===== src/rtl/rf_debug_port.sv =====
// Debug/bring-up engine for the 32 x XLEN register file.
// Dump mode streams x0..x31 out over valid/ready; load mode writes x1..x31
// from an incoming valid/ready stream. The register-file side signals are
// combinational so the top level can mux them straight onto the RF ports.
module rf_debug_port #(
  parameter int unsigned XLEN = 64,
  parameter int unsigned NREG = 32
) (
  input  logic                      clk,
  input  logic                      rst,
  input  logic                      start,
  input  logic                      mode,
  input  logic                      abort,
  output logic                      busy,
  output logic                      done,
  output logic [$clog2(NREG)-1:0]   rf_rs,
  input  logic [XLEN-1:0]           rf_rdata,
  output logic                      rf_we,
  output logic [$clog2(NREG)-1:0]   rf_rd,
  output logic [XLEN-1:0]           rf_wdata,
  output logic                      out_valid,
  input  logic                      out_ready,
  output logic [XLEN-1:0]           out_data,
  output logic [$clog2(NREG)-1:0]   out_idx,
  input  logic                      in_valid,
  output logic                      in_ready,
  input  logic [XLEN-1:0]           in_data
);

  localparam int unsigned IW = $clog2(NREG);
  // One extra counter bit so the post-last value NREG is representable.
  localparam int unsigned CW = IW + 1;
  localparam logic [CW-1:0] IDX_END  = CW'(NREG);
  localparam logic [CW-1:0] IDX_LAST = CW'(NREG - 1);

  typedef enum logic [1:0] {
    S_IDLE = 2'd0,
    S_DUMP = 2'd1,
    S_LOAD = 2'd2,
    S_DONE = 2'd3
  } state_t;

  state_t        state;
  logic [CW-1:0] idx;
  logic          free;

  // Dump output register may take a new word when empty or being drained.
  assign free = !out_valid || out_ready;

  // Register-file and load-stream side: combinational so writes land in the same cycle.
  assign in_ready = (state == S_LOAD);
  assign rf_we    = in_ready && in_valid;
  assign rf_rd    = in_ready ? idx[IW-1:0] : '0;
  assign rf_wdata = in_ready ? in_data : '0;
  assign rf_rs    = (state == S_DUMP) ? idx[IW-1:0] : '0;

  // Sequencer: state, register counter and all registered outputs.
  always_ff @(posedge clk or posedge rst) begin
    if (rst) begin
      state     <= S_IDLE;
      idx       <= '0;
      busy      <= 1'b0;
      done      <= 1'b0;
      out_valid <= 1'b0;
      out_data  <= '0;
      out_idx   <= '0;
    end else begin
      case (state)
        S_IDLE: begin
          done <= 1'b0;
          if (start) begin
            busy <= 1'b1;
            if (mode) begin
              idx   <= CW'(1);
              state <= S_LOAD;
            end else begin
              idx   <= '0;
              state <= S_DUMP;
            end
          end
        end
        S_DUMP: begin
          if (abort) begin
            out_valid <= 1'b0;
            busy      <= 1'b0;
            state     <= S_IDLE;
          end else if (free) begin
            if (idx < IDX_END) begin
              out_data  <= rf_rdata;
              out_idx   <= idx[IW-1:0];
              out_valid <= 1'b1;
              idx       <= idx + CW'(1);
            end else begin
              out_valid <= 1'b0;
              done      <= 1'b1;
              state     <= S_DONE;
            end
          end
        end
        S_LOAD: begin
          // A word offered alongside abort is still written combinationally.
          if (abort) begin
            busy  <= 1'b0;
            state <= S_IDLE;
          end else if (in_valid) begin
            if (idx == IDX_LAST) begin
              done  <= 1'b1;
              state <= S_DONE;
            end else begin
              idx <= idx + CW'(1);
            end
          end
        end
        S_DONE: begin
          done  <= 1'b0;
          busy  <= 1'b0;
          state <= S_IDLE;
        end
        default: begin
          busy  <= 1'b0;
          done  <= 1'b0;
          state <= S_IDLE;
        end
      endcase
    end
  end

endmodule


===== config.mk =====
export PLATFORM = sky130hd
export DESIGN_NAME = rf_debug_port
export DESIGN_NICKNAME = d
export VERILOG_FILES = /design/src/rtl/rf_debug_port.sv
export SDC_FILE = /design/constraint.sdc
export NUM_CORES = 1
export LEC_CHECK = 0
export CAP_MARGIN = 20
export CORE_AREA = 2 2 109 111
export CTS_CLUSTER_DIAMETER = 50
export DETAILED_ROUTE_END_ITERATION = 10
export DIE_AREA = 0 0 111 113
export PLACE_DENSITY = 0.82
export RECOVER_POWER = 50
export SLEW_MARGIN = 20
export SYNTH_ARGS = -nofsm -noshare
export SYNTH_HDL_FRONTEND = slang
export SYNTH_SLANG_ARGS = --single-unit

===== constraint.sdc =====
create_clock -name clk -period 8.2 [get_ports clk]
set_input_delay 2.05 -clock clk [delete_from_list [all_inputs] [get_ports clk]]
set_output_delay 2.05 -clock clk [all_outputs]
set_load 0.005 [all_outputs]

==> summary.txt <==
Cells and area
  – Layout area overhead: 82.3%
  – ANT cells: 0
  – Layout cells sized above 1: 16.4%
  – NumNets Final: 728

Logic synthesis
  – Number of synthesized flops with an enable pin: 0
  – Post-Syn Area: 3870 µm²
  – Register area share after synthesis: 51.7%
  – Count of different cell masters after synthesis: 41
  – Avg Cell Area, Syn: 12.4 µm²
  – Net Count, Synth: 453
  – Warnings, synthesis: 0
  – Post-synthesis register bit count: 80
  – Post-synth ARST share: 100%
  – Synth Instances: 312
  – Top_reg_cell synth: dfrtp_1

Timing
  – Final setup viols: 0
  – RSZ-0062 raised after global routing: false
  – Setup TNS: 0 ps
  – Actual slew at the worst max-slew pin: 1020 ps
  – Skew final: 2.66 ps
  – Max Slew Vio Count: 0
  – Final WS setup: 2870 ps
  – Post-layout min period: 5330 ps
  – Final hold violations: 0
  – Final worst path period share: 65.0%
  – Minimum hold slack: 493 ps
  – Slew margin rel.: 32.0%
  – Fmax: 188 MHz

Floorplanning
  – Core box area: 11300 µm²
  – IO Pins: 283
  – Die area: 12500 µm²
  – Die height: 113 µm
  – Die X: 111 µm
  – Starting Density: 34.4%
  – FP Rows: 39

Setup path
  – Critical Path End Type: output port
  – CP max stage delay: 540 ps
  – Critical path startpoint category: primary input
  – Critical Path RT: 6150 ps
  – Worst path slowest cell: clkdlybuf4s50_1
  – CP max FO: 3
  – CP dominant cell by count: clkdlybuf4s50_1
  – Kind of critical path: primary input to output port
  – WP data arrival: 3280 ps
  – CP Cell Sequence: clkdlybuf4s50_1 -> and2_1 -> clkdlybuf4s50_1

GRT
  – Grt peak-use layer: met2
  – Met3 Resource Use GR: 8.46%
  – First-pass GRT wire length: 19700 µm
  – Initial antenna violation count: 0
  – Vias in the first global route: 3709
  – Total GRT Usage: 20.1%
  – M2 GR Usage: 37.1%
  – Grt ovf: 0
  – Pin count of the biggest net entering global routing: 81
  – Met1 Usage GRT: 20.4%

Run status
  – Status: finished, final reports clean

Clocking
  – CTS tree: built
  – H-tree depth: 3
  – Clk_lat worst skew: 330 ps
  – Num CTS Buffers: 9
  – CTS sink cnt: 80
  – Root buffer cell: clkbuf_16
  – Post-CTS Resized: 0
  – Clock buffer depth: 2
  – Setup Buffers After CTS: 0
  – Clock-pin transition on the worst setup and hold timing paths: 60 ps
  – Hold-fix buffers, CTS: 0

Route
  – Routed wire length: 12700 µm
  – DR WL/cell: 17.3 µm
  – Via count: 3501
  – Routed Antenna Nets: 0
  – DRC Markers: 0
  – DR vias/cell: 4.76
  – TritonRoute pass-1 iters: 5
  – Initial DRC count: 132

Pwr
  – Comb pwr share: 49.8%
  – Psw: 649 µW
  – PwrDens: 306 nW/µm²
  – Switching portion of total power: 30.0%
  – Register share of total power: 31.8%
  – Pleak: 0.00294 µW
  – Worst VDD drop: 0.000179 V
  – Clk pwr share: 18.4%
  – Internal power: 1510 µW

Min path
  – Worst Hold Class: register to register

Placed design
  – Place WS: 2860 ps
  – Dpl hpwl: 9850 µm
  – I/O Buffers: 282
  – GPL Wtd Cong: 0.845

Job
  – Max Cap Viol: 0
-- cell families (layout without fill, tap and decap cells) --
group / count (synthesis) / after routing / share of synthesized area [%]
adders and majority gates: 6 / 6 / 1.94
buffers and inverters: 31 / 311 / 4.33
muxes: 75 / 75 / 21.7
DFF: 80 / 80 / 51.7
and+or+nand+nor: 99 / 99 / 16.1
AOI/OAI and AO/OA: 21 / 21 / 4.20
-- worst paths after layout --
kind / startpoint / end / slack [ps] / cells past startpoint
max: in_valid / rf_we / 2870 / 3
min: out_data[2] / out_data[2] / 490 / 1
max reg2reg: state[0] / idx[3] / 5420 / 6
min reg2reg: out_data[2] / out_data[2] / 490 / 1
max in group asynchronous: rst / out_data[30] / 5300 / 3
min in group asynchronous: rst / out_data[9] / 2410 / 3
-- critical path, delay by kind of cell --
kind          cells  cell delay, ps
buf+inv           2            1070
simple gates      1             150
-- power by group through the flow --
stage | combinational (µW) | clock, µW | sequential [µW]
after floorplan | 489 | 0 | 702
after global placement | 1130 | 0 | 690
after detailed placement | 1150 | 0 | 703
after CTS | 1160 | 414 | 701
after global routing | 1160 | 431 | 718
final | 1080 | 398 | 687
-- synth_stat cells, types with 2 or more instances --
master	number	area, µm²
inv_1	11	41.3
o21ai_0	3	15.0
mux2i_1	2	20.0
o22ai_1	2	12.5
and2_1	72	450
mux2_2	72	811
nand2b_1	2	12.5
o31ai_1	2	15.0
clkbuf_1	8	30.0
ha_1	6	75.1
nand2_1	8	30.0
a21oi_1	2	10.0
nor2_1	2	7.51
and2_2	2	15.0
buf_6	4	45.0
buf_2	6	30.0
a41oi_1	2	17.5
dfrtp_1	80	2000
o2111ai_1	2	17.5
nand3_1	3	15.0
-- metal layers --
| metal | vias up | part of all wire (%) | wire (µm) |
|---|---|---|---|
| li1 | 1610 | - | - |
| met1 | 1676 | 35 | 4480 |
| met2 | 193 | 53 | 6700 |
| met3 | 22 | 9.9 | 1260 |
| met4 | 0 | 2.4 | 301 |
| met5 | - | 0 | 0 |
-- per-stage QoR --
stage | utilization (%) | std cells | cell area (µm²) | power, µW
after floorplan | - | 312 | 3870 | 1190
after global placement | 60.1 | 719 | 6770 | 1820
after detailed placement | 60.1 | 719 | 6770 | 1860
after CTS | 62.7 | 735 | 7070 | 2280
after global routing | 62.7 | 735 | 7060 | 2310
final | 62.7 | 735 | 7060 | 2160
-- cell type report --
cell class / count / area [µm²]
timing repair buffer: 284 / 2840
sequential: 80 / 2000
multi-input combinational: 201 / 1700
clock inverter: 4 / 52.6
fill: 882 / 4210
inverter: 11 / 42.5
clock buffer: 12 / 246
tap: 143 / 179
-- sequential cells by signal, indices dropped and copies added (netlist names) --
| signal | count |
|---|---|
| out_valid | 1 |
| out_data | 64 |
| out_idx | 5 |
| busy | 1 |
| done | 1 |
| idx | 6 |
| state | 2 |
-- layout by cell type (no fill, tap or decap), types with 2 or more instances in the layout --
cell	n
mux2i_1	2
o2111ai_1	2
o21ai_0	3
dlygate4sd3_1	73
nand3_1	3
a41oi_1	2
clkdlybuf4s50_1	209
dfrtp_1	80
clkbuf_16	9
inv_1	10
clkbuf_1	2
nand2b_1	2
ha_1	5
nand2_1	8
mux2_2	72
o31ai_1	2
and2_1	72
nor2_1	2
and2b_1	2
o22ai_1	2
a21oi_1	2
and2_2	2
No activity file was read; power rests on OpenSTA's default activity.
